## src/rtl/inert_pkg.sv

```systemverilog
// Shared types, defaults and helpers for the inertial pitch integrator.
package inert_pkg;

    typedef enum logic [1:0] {
        IDLE,
        CAL,
        RUN
    } state_e;

    localparam int unsigned     INT_W           = 27;
    localparam logic [9:0]      ACC_GAIN_DEF    = 10'd327;
    localparam logic [INT_W-1:0] FUSION_STEP_DEF = 27'd1024;

    // Saturate a 19-bit signed value into the 16-bit signed range.
    function automatic logic signed [15:0] sat16(input logic signed [18:0] v);
        if (v[18:15] == {4{v[18]}}) begin
            return v[15:0];
        end
        return v[18] ? 16'sh8000 : 16'sh7FFF;
    endfunction

endpackage

```

## src/rtl/inertial_integrator_if.sv

```systemverilog
// Sample/result bus between the inertial front-end and the pitch integrator.
interface inertial_integrator_if;
    logic               vld_in;
    logic signed [15:0] ptch_rt_raw;
    logic signed [15:0] AZ_raw;
    logic               cal_req;
    logic               clr_int;
    logic signed [15:0] ptch;
    logic signed [15:0] ptch_rt;
    logic               vld;
    logic               cal_done;

    // Sample producer / result consumer side.
    modport master (
        output vld_in, ptch_rt_raw, AZ_raw, cal_req, clr_int,
        input  ptch, ptch_rt, vld, cal_done
    );

    // Integrator side.
    modport slave (
        input  vld_in, ptch_rt_raw, AZ_raw, cal_req, clr_int,
        output ptch, ptch_rt, vld, cal_done
    );
endinterface

```

## src/rtl/inert_cal_avg.sv

```systemverilog
// Offset calibration: averages 2^CAL_LOG2 raw gyro/accel samples.
module inert_cal_avg
    import inert_pkg::*;
#(
    parameter int unsigned CAL_LOG2 = 8
) (
    input  logic               clk,
    input  logic               rst_n,
    input  logic               start_i,
    input  logic               en_i,
    input  logic               vld_i,
    input  logic signed [15:0] gyro_i,
    input  logic signed [15:0] az_i,
    output logic signed [15:0] gyro_off_o,
    output logic signed [15:0] az_off_o,
    output logic               last_o,
    output logic               done_o
);

    localparam int unsigned ACC_W = 16 + CAL_LOG2;

    logic signed [ACC_W-1:0] gacc_q, gacc_d;
    logic signed [ACC_W-1:0] aacc_q, aacc_d;
    logic [CAL_LOG2-1:0]     cnt_q;
    logic signed [15:0]      gyro_off_q, az_off_q;
    logic                    done_q;

    // Running sums including the current sample; final sample is recognised here.
    always_comb begin
        gacc_d = gacc_q + ACC_W'(gyro_i);
        aacc_d = aacc_q + ACC_W'(az_i);
        last_o = en_i && vld_i && (cnt_q == '1);
    end

    // Accumulate in CAL; on the last sample the top 16 bits of the sum are the
    // arithmetic shift right by CAL_LOG2, i.e. the average.
    always_ff @(posedge clk or negedge rst_n) begin
        if (!rst_n) begin
            gacc_q     <= '0;
            aacc_q     <= '0;
            cnt_q      <= '0;
            gyro_off_q <= '0;
            az_off_q   <= '0;
            done_q     <= 1'b0;
        end else if (start_i) begin
            gacc_q <= '0;
            aacc_q <= '0;
            cnt_q  <= '0;
            done_q <= 1'b0;
        end else begin
            done_q <= 1'b0;
            if (en_i && vld_i) begin
                if (last_o) begin
                    gyro_off_q <= gacc_d[ACC_W-1 -: 16];
                    az_off_q   <= aacc_d[ACC_W-1 -: 16];
                    gacc_q     <= '0;
                    aacc_q     <= '0;
                    cnt_q      <= '0;
                    done_q     <= 1'b1;
                end else begin
                    gacc_q <= gacc_d;
                    aacc_q <= aacc_d;
                    cnt_q  <= cnt_q + CAL_LOG2'(1);
                end
            end
        end
    end

    assign gyro_off_o = gyro_off_q;
    assign az_off_o   = az_off_q;
    assign done_o     = done_q;

endmodule

```

## src/rtl/inertial_integrator.sv

```systemverilog
// Pitch integrator: offset compensation, gyro integration, complementary fusion.
module inertial_integrator
    import inert_pkg::*;
#(
    parameter int unsigned      CAL_LOG2    = 8,
    parameter logic [9:0]       ACC_GAIN    = ACC_GAIN_DEF,
    parameter logic [INT_W-1:0] FUSION_STEP = FUSION_STEP_DEF
) (
    input  logic                  clk,
    input  logic                  rst_n,
    inertial_integrator_if.slave  bus
);

    state_e                    state_q;
    logic                      vld_q;
    logic signed [15:0]        ptch_rt_q;
    logic signed [INT_W-1:0]   ptch_int_q, ptch_int_d;

    logic                      cal_start, in_cal, cal_last, cal_done;
    logic signed [15:0]        gyro_off, az_off;

    logic signed [16:0]        rt_diff, az_diff;
    logic signed [15:0]        rt_comp, az_comp, ptch_cur;
    logic signed [INT_W-1:0]   prod, ptch_acc;
    logic signed [INT_W:0]     fus, sum;

    assign in_cal    = (state_q == CAL);
    assign cal_start = bus.cal_req && !in_cal;

    inert_cal_avg #(
        .CAL_LOG2 (CAL_LOG2)
    ) u_cal (
        .clk        (clk),
        .rst_n      (rst_n),
        .start_i    (cal_start),
        .en_i       (in_cal),
        .vld_i      (bus.vld_in),
        .gyro_i     (bus.ptch_rt_raw),
        .az_i       (bus.AZ_raw),
        .gyro_off_o (gyro_off),
        .az_off_o   (az_off),
        .last_o     (cal_last),
        .done_o     (cal_done)
    );

    // Compensation, accel pitch estimate, fusion correction and clamped integration.
    always_comb begin
        rt_diff  = {bus.ptch_rt_raw[15], bus.ptch_rt_raw} - {gyro_off[15], gyro_off};
        az_diff  = {bus.AZ_raw[15], bus.AZ_raw} - {az_off[15], az_off};
        rt_comp  = sat16({{2{rt_diff[16]}}, rt_diff});
        az_comp  = sat16({{2{az_diff[16]}}, az_diff});
        prod     = $signed({{11{az_comp[15]}}, az_comp}) * $signed({17'd0, ACC_GAIN});
        // prod >>> 13 always fits 14 bits, so this equals sext(prod[26:13]).
        ptch_acc = prod >>> 13;
        ptch_cur = sat16(ptch_int_q[INT_W-1:8]);
        if (ptch_acc > INT_W'(ptch_cur)) begin
            fus = {1'b0, FUSION_STEP};
        end else begin
            fus = -{1'b0, FUSION_STEP};
        end
        sum = {ptch_int_q[INT_W-1], ptch_int_q} - {{12{rt_comp[15]}}, rt_comp} + fus;
        if (sum[INT_W] != sum[INT_W-1]) begin
            ptch_int_d = sum[INT_W] ? {1'b1, {(INT_W-1){1'b0}}} : {1'b0, {(INT_W-1){1'b1}}};
        end else begin
            ptch_int_d = sum[INT_W-1:0];
        end
    end

    // Mode FSM with registered rate, integrator and result strobe.
    always_ff @(posedge clk or negedge rst_n) begin
        if (!rst_n) begin
            state_q    <= IDLE;
            vld_q      <= 1'b0;
            ptch_rt_q  <= '0;
            ptch_int_q <= '0;
        end else begin
            vld_q <= 1'b0;
            case (state_q)
                IDLE: begin
                    if (bus.cal_req) begin
                        state_q    <= CAL;
                        ptch_rt_q  <= '0;
                        ptch_int_q <= '0;
                    end
                end
                CAL: begin
                    if (cal_last) begin
                        state_q <= RUN;
                    end
                end
                RUN: begin
                    if (bus.cal_req) begin
                        state_q    <= CAL;
                        ptch_rt_q  <= '0;
                        ptch_int_q <= '0;
                    end else if (bus.vld_in) begin
                        vld_q      <= 1'b1;
                        ptch_rt_q  <= rt_comp;
                        ptch_int_q <= ptch_int_d;
                    end
                end
                default: begin
                    state_q <= IDLE;
                end
            endcase
            // Rider-off clear overrides any integrator update in the same cycle.
            if (bus.clr_int) begin
                ptch_int_q <= '0;
            end
        end
    end

    assign bus.ptch     = ptch_cur;
    assign bus.ptch_rt  = ptch_rt_q;
    assign bus.vld      = vld_q;
    assign bus.cal_done = cal_done;

endmodule

```

## src/flat_wrapper.sv

```systemverilog
// flat-port wrapper written by rule: the top's interface ports become plain ports
module inertial_integrator_flat import inert_pkg::*;
#(
    parameter int unsigned      CAL_LOG2    = 8,
    parameter logic [9:0]       ACC_GAIN    = ACC_GAIN_DEF,
    parameter logic [INT_W-1:0] FUSION_STEP = FUSION_STEP_DEF
)
  (clk, rst_n, bus_vld_in, bus_ptch_rt_raw, bus_AZ_raw, bus_cal_req, bus_clr_int, bus_ptch, bus_ptch_rt, bus_vld, bus_cal_done);
  inertial_integrator_if bus_i ();
  input  logic clk;
  input  logic rst_n;
  input wire logic [$bits(bus_i.vld_in)-1:0] bus_vld_in;
  input wire logic [$bits(bus_i.ptch_rt_raw)-1:0] bus_ptch_rt_raw;
  input wire logic [$bits(bus_i.AZ_raw)-1:0] bus_AZ_raw;
  input wire logic [$bits(bus_i.cal_req)-1:0] bus_cal_req;
  input wire logic [$bits(bus_i.clr_int)-1:0] bus_clr_int;
  output wire logic [$bits(bus_i.ptch)-1:0] bus_ptch;
  output wire logic [$bits(bus_i.ptch_rt)-1:0] bus_ptch_rt;
  output wire logic [$bits(bus_i.vld)-1:0] bus_vld;
  output wire logic [$bits(bus_i.cal_done)-1:0] bus_cal_done;
  assign bus_i.vld_in = bus_vld_in;
  assign bus_i.ptch_rt_raw = bus_ptch_rt_raw;
  assign bus_i.AZ_raw = bus_AZ_raw;
  assign bus_i.cal_req = bus_cal_req;
  assign bus_i.clr_int = bus_clr_int;
  assign bus_ptch = bus_i.ptch;
  assign bus_ptch_rt = bus_i.ptch_rt;
  assign bus_vld = bus_i.vld;
  assign bus_cal_done = bus_i.cal_done;
  inertial_integrator #(.CAL_LOG2(CAL_LOG2), .ACC_GAIN(ACC_GAIN), .FUSION_STEP(FUSION_STEP)) u_core (.clk(clk), .rst_n(rst_n), .bus(bus_i));
endmodule
```

## config.mk

```make
export PLATFORM = sky130hd
export DESIGN_NAME = inertial_integrator_flat
export DESIGN_NICKNAME = d
export VERILOG_FILES = /design/src/rtl/inert_pkg.sv /design/src/rtl/inertial_integrator_if.sv /design/src/rtl/inert_cal_avg.sv /design/src/rtl/inertial_integrator.sv /design/src/flat_wrapper.sv
export SDC_FILE = /design/constraint.sdc
export NUM_CORES = 1
export LEC_CHECK = 0
export BUFFER_PORTS_ARGS = -buffer_cell sky130_fd_sc_hd__buf_2
export CAP_MARGIN = 10
export CELL_PAD_IN_SITES_DETAIL_PLACEMENT = 1
export CELL_PAD_IN_SITES_GLOBAL_PLACEMENT = 1
export CORE_ASPECT_RATIO = 1.75
export CORE_MARGIN = 2
export CORE_UTILIZATION = 45
export DETAILED_ROUTE_END_ITERATION = 8
export PLACE_DENSITY = 0.77
export SKIP_LAST_GASP = 1
export SYNTH_ARGS = -nofsm -noshare
export SYNTH_HDL_FRONTEND = slang
export SYNTH_SLANG_ARGS = --single-unit
```

## constraint.sdc

```tcl
create_clock -name clk -period 13.8 [get_ports clk]
set_input_delay 1.38 -clock clk [delete_from_list [all_inputs] [get_ports clk]]
set_output_delay 1.38 -clock clk [all_outputs]
set_load 0.1 [all_outputs]
```

* Yosys cells after proc, flatten, opt, wreduce, memory -nomap -nowiden *
Cells that the tools add are included.
Widths: inputs -> output; s select.

operators by class
  $add $sub $neg = 7
  multiply operators = 1
  $lt $le $gt $ge = 1
  equality and inequality tests = 13
  muxes and demuxes = 42
  bitwise operators = 1
  reductions and logical operators = 13

operators with widths
  cell                    count
  $mux 16                 12
  $mux 27                 6
  $mux 24                 6
  $pmux 27 s2             1
  $add 24x16->24          2
  $sub 16x16->17          2
  $pmux 16 s2             1
  $add 28x28->28          1
  $mux 28                 1
  $sub 27x16->28          1
  $mul 16x10->26 const B  1
  $mux 8                  3
  $gt 13x16->1            1
  $mux 1                  9
  $reduce_and 3->1        3
  $add 8x1->8 const B     1
  $eq 8x8->1 const B      1
  $ne 3x3->1 const B      2
  $mux 2                  2
  $ne 2x2->1 const B      2
  $ne 4x4->1 const B      1
  $pmux 2 s2              1
  $reduce_bool 2->1       2
  $eq 3x3->1              1
  12 further kinds        15

word-level totals
  register bits after elaboration = 135
  input bits = 37
  output and inout bits = 34
  word-level logic and storage cells = 88

* Depth between registers and ports, before layout *
  word-level depth = 14
  gate-level depth with buffers = 57
  depth with buffers taken out = 54

* Modules after synthesis *
From an unflattened synthesis, not the netlist that was laid out.

unflattened totals
  cell total of the unflattened synthesis = 1,563
  area total of the unflattened synthesis = 14,117.3 µm²

by module, submodules not included
  module               times used  cells each  area an instance (µm²)  seq. area each (µm²)
  inertial_integrator  1           956         8,516.9                 1,151.1
  inert_cal_avg        1           607         5,600.4                 2,227.1

* Worst setup path after synthesis *
No wires, ideal clock.

  path type = in2reg
  from = input port bus_AZ_raw[1]
  to = register u_core.ptch_int_q[25]
  setup time = 126 ps
  arrival time = 13,527 ps
  required time = 13,674 ps
  path slack = 147 ps
  cell stages on the path = 51
  path buffers = 2
  cell sequence = ha_1 nor2b_1 o21a_1 o21ai_0 a21oi_1 o41ai_1 o211ai_1 nor2_1 o21ai_0 xor2_1 ha_1 nor2_1 clkinv_1 ha_1 ha_1 fa_1 fa_1 inv_1 [15 not listed] nor2b_1 o21ai_0 o211ai_1 o311a_1 fa_1 inv_1 ha_1 a21o_1 a21o_1 a21o_1 a221o_1 or4_1 o221ai_2 xnor2_1 and3_1 buf_6 buf_8 a221o_1

on the way
  longest elaborated chain between the ends = 14
  elaborated cells on any way between the ends = 17
  those cells by class = add/sub: 2; mul: 1; order compare: 1; eq/ne: 2; mux: 11

ends and longest elaborated chain
  what                                          RTL line                                              RTL
  from (decl)                                   flat_wrapper.sv:14                                    input wire logic [$bits(bus_i.AZ_raw)-1:0] bus_AZ_raw;
  $sub 16x16->17 *                              inertial_integrator.sv:49                             az_diff = {bus.AZ_raw[15], bus.AZ_raw} - {az_off[15], az_off};
  $eq 1x1->1                                    inert_pkg.sv:16                                       if (v[18:15] == {4{v[18]}}) begin
  $mux 1                                        inert_pkg.sv:16
  $mux 16 *                                     inert_pkg.sv:19                                       return v[18] ? 16'sh8000 : 16'sh7FFF;
  $mul 16x10->26 *                              inertial_integrator.sv:52                             prod = $signed({{11{az_comp[15]}}, az_comp}) * $signed({17'd0, ACC_GAIN});
  $gt 13x16->1 *                                inertial_integrator.sv:56                             if (ptch_acc > INT_W'(ptch_cur)) begin
  $mux 28 *                                     inertial_integrator.sv:56
  $add 28x28->28 *                              inertial_integrator.sv:61                             sum = {ptch_int_q[INT_W-1], ptch_int_q} - {{12{rt_comp[15]}}, rt_comp} + fus;
  $mux 27 / $ne 1x1->1 (equally long branches)  inertial_integrator.sv:63, inertial_integrator.sv:62
  $mux 27 *                                     inertial_integrator.sv:62                             if (sum[INT_W] != sum[INT_W-1]) begin
  $mux 27 *                                     inertial_integrator.sv:96                             end else if (bus.vld_in) begin
  $mux 27 *                                     inertial_integrator.sv:92                             if (bus.cal_req) begin
  $pmux 27 s2 *                                 inertial_integrator.sv:78                             case (state_q)
  $mux 27 *                                     inertial_integrator.sv:107                            if (bus.clr_int) begin
  to (signal assigned)                          inertial_integrator.sv:99                             ptch_int_q <= ptch_int_d;
  to (decl)                                     inertial_integrator.sv:17                             logic signed [INT_W-1:0] ptch_int_q, ptch_int_d;

Mark *: on every way between the ends. The rest lies on a longest branch, timed or not. The select of a mux whose other input is x is not followed.
A chain may end at the register's enable or synchronous reset.

* Worst setup path after layout *
  from = input port bus_AZ_raw[1]
  to = register u_core.ptch_int_q[2]

The elaborated chain is that of the path after synthesis.

==> results.py <==
metrics = {
    "logic_synthesis": {
        "synth.top_cell.area_share": 0.244,
        "syn-num-nets": 1863,
        "yosysWarnings": 0,
        "synth_cell_types": 67,
        "synth_edf_count": 0,
        "synthCells": 1549,
        "synth.cell_area_um2": 13800,
        "synth_area_leader_cell": "dfrtp_1",
        "ys_seq_area_frac": 0.244,
        "syn_area_per_cell_um2": 8.93,
        "async_flop_share": 1.00,
        "ys.flop_type": "dfrtp_1",
        "ys_seq_elements": 135,
        "synthTopCellsByArea": "dfrtp_1, ha_1, fa_1",
    },
    "global_route": {
        "globalRouteOverflowTotal": 0,
        "grt_max_degree": 81,
        "grt_pass1_wl_mm": 62.6,
        "grt_pass1_vias": 12700,
        "grt_usage": 0.245,
        "antenna_found_initial": 0,
    },
    "clock_tree": {
        "cts_buffers": 17,
        "cts_num_sinks": 135,
        "insertion_delay_ps": 450,
        "cts_root_buf": "clkbuf_16",
        "hold_buffers": 0,
        "clk_path_buf_depth": 2,
        "cts-htree-levels": 4,
        "cts_tree": "done",
        "clkTransAtPathRegs_ps": 70,
    },
    "finish": {
        "area_growth_pct": 11.5,
        "final_nets": 1948,
        "antennaDiodeCount": 0,
        "drive_gt1_frac": 0.108,
        "num-fill-cells": 3612,
        "layoutNonFillerInstCount": 2038,
    },
    "placement": {
        "place_hpwl_mm": 29.9,
        "numPortBuffers": 70,
        "dp_cells": 2001,
        "gp_congestion": 0.874,
    },
    "timing": {
        "tightest_slew_ps": 1050,
        "min_period_ps": 13120,
        "relSlewSlack": 0.295,
        "period_share": 0.950,
        "finalClockSkew_ps": 12.9,
        "rsz0062_at_grt": "false",
        "hold_viol": 0,
        "setup_violations": 0,
        "fmax_ghz": 0.0762,
        "maxSlewViolCount": 0,
    },
    "critical_path": {
        "endpoint_kind": "flop",
        "crit_required_ps": 14140,
        "cp-start-kind": "input pin",
        "arrival_ps": 13460,
        "worstSetupPathType": "in -> reg",
        "critPathMaxStageDelay_ps": 580,
        "cp_max_fo": 15,
        "slowest_stage": "fa_1",
        "cp_common_cell": "ha_1",
    },
    "detailed_routing": {
        "vias_per_cell": 5.76,
        "post-route-drc-count": 0,
        "initialDrtViolationCount": 374,
        "drt_pre_antenna_iters": 5,
        "ant_nets": 0,
        "routed_wl_mm": 38.4,
        "via_count": 11700,
        "wire_per_inst_um": 18.8,
    },
    "status": {
        "status": "finished clean",
    },
    "min_path": {
        "min_path_type": "reg -> reg",
    },
    "floorplanning": {
        "rows": 85,
        "ios": 71,
        "die_w_um": 137,
        "dieArea_um2": 32200,
        "core-area_um2": 30500,
        "die_h_um": 236,
        "start_util": 0.453,
    },
    "flow_run": {
        "drv_cap": 0,
    },
}
## Yosys cell counts, drive strengths merged, types with 3 or more instances
library cell and count:
or3 11, a221o 26, mux2 6, a211oi 17, nand2b 19, nor3 25, inv 175, o31ai 6
fa 62, dfrtp 135, nand2 119, o21ai 128, nand4 9, o21bai 15, mux2i 3, o211ai 12
a21oi 99, and2 4, buf 5, nor4 3, a31o 3, a31oi 11, o21a 18, ha 215
a21boi 3, clkbuf 32, xor2 38, nor2 89, a22o 36, and3 12, nor3b 5, or2 13
nand3 27, xnor2 69, a21o 39, o31a 5, o311a 3, nor2b 21
## worst paths after layout
check                                          startpoint                   endpoint  slack (ps)  cells after the start
worst min-delay path            u_core.u_cal.az_off_o[15]  u_core.u_cal.az_off_o[15]         480                      2
max in group asynchronous                           rst_n      u_core.ptch_int_q[16]       11480                      2
worst max-delay path                        bus_AZ_raw[1]       u_core.ptch_int_q[2]         680                     54
min in group asynchronous                           rst_n     u_core.u_cal.gacc_q[7]         860                      1
worst max register to register   u_core.u_cal.az_off_o[1]       u_core.ptch_int_q[2]        1320                     54
worst min register to register  u_core.u_cal.az_off_o[15]  u_core.u_cal.az_off_o[15]         480                      2
## registers in the layout, summed over array words and instances (netlist names)
register and count:
u_core.u_cal.az_off_o 16, u_core.u_cal.gyro_off_o 16, u_core.u_cal.done_o 1, u_core.state_q 2, u_core.u_cal.aacc_q 24, u_core.bus.ptch_rt 16, u_core.ptch_int_q 27, u_core.bus.vld 1
u_core.u_cal.gacc_q 24, u_core.u_cal.cnt_q 8
## per-stage QoR
stage                util  setup TNS (ps)  hold slack (ps)  instance area [um2]  setup WS, ps
floorplan               -               0              450                13800           147
finish              0.505               0              484                15400           685
global route        0.505               0              518                15400          4.24
global placement    0.483           -3280              463                14800          -145
detailed placement  0.483          -15450              470                14800          -633
CTS                 0.502               0              485                15300           110
## area by class of cell
| class | count | area, um2 | share of cell area |
|---|---|---|---|
| clock buffer | 17 | 425 | 0.0276 |
| clock inverter | 15 | 143 | 0.00925 |
| inverter | 176 | 661 | 0.0428 |
| multi-input combinational | 1203 | 9720 | 0.631 |
| sequential | 135 | 3380 | 0.219 |
| tap | 391 | 489 | 0.0317 |
| timing repair buffer | 101 | 602 | 0.0390 |
## metal layers
metal	global-route usage	share of wire
met1	0.266	0.39
met2	0.463	0.55
met3	0.0355	0.020
met4	0.101	0.040
met5	0	0
## timing repair
action / in CTS / in global routing
pin swaps: 0 / 8
setup endpoints to repair: 25 / 27
resized for setup: 1 / 14
gates cloned: 0 / 2
setup buffers: 0 / 3
## worst max-delay path, delay by kind of cell
family	cells	cell delay, ps
compound gates	25	5180
xor+xnor	4	700
fa+ha+maj	11	4240
buf+inv	5	710
simple gates	9	1240
## cells in the final DEF (no fill, tap or decap), types with 5 or more instances in the layout
master / Yosys / final
inv_1: 175 / 175
xor2_1: 38 / 38
o31ai_1: 6 / 6
a21oi_1: 99 / 96
mux2_2: 6 / 6
or3_1: 11 / 11
o31a_1: 5 / 5
clkbuf_16: 0 / 17
xnor2_1: 69 / 68
nand3_1: 27 / 27
nor3b_1: 5 / 5
buf_4: 0 / 30
nor2b_1: 21 / 20
nor2_1: 89 / 89
nand2b_1: 19 / 19
buf_2: 0 / 69
or2_2: 13 / 13
nand4_1: 9 / 9
o21a_1: 17 / 17
a31oi_1: 11 / 10
dfrtp_1: 135 / 135
a221o_1: 24 / 24
a22o_1: 36 / 36
nand2_1: 119 / 119
o21bai_1: 15 / 15
ha_1: 215 / 214
a211oi_1: 17 / 16
fa_1: 62 / 62
o21ai_0: 127 / 125
a21o_1: 38 / 38
inv_6: 0 / 5
and3_1: 12 / 11
o211ai_1: 12 / 12
nor3_1: 25 / 25
## cells by family (layout without fill, tap and decap cells)
family                   after synthesis  in the layout  share of synthesized area
AO/OA/AOI/OAI                        445            446                      0.213
XOR/XNOR                             107            107                     0.0677
adder cells (fa/ha/maj)              277            277                      0.284
buffers and inverters                213            309                     0.0610
flip-flops                           135            135                      0.244
multiplexers                           9              9                    0.00705
AND/OR/NAND/NOR                      363            364                      0.123
Power is not shown: default switching activity piles up to over one toggle a cycle in this logic, so the estimate is an artifact.
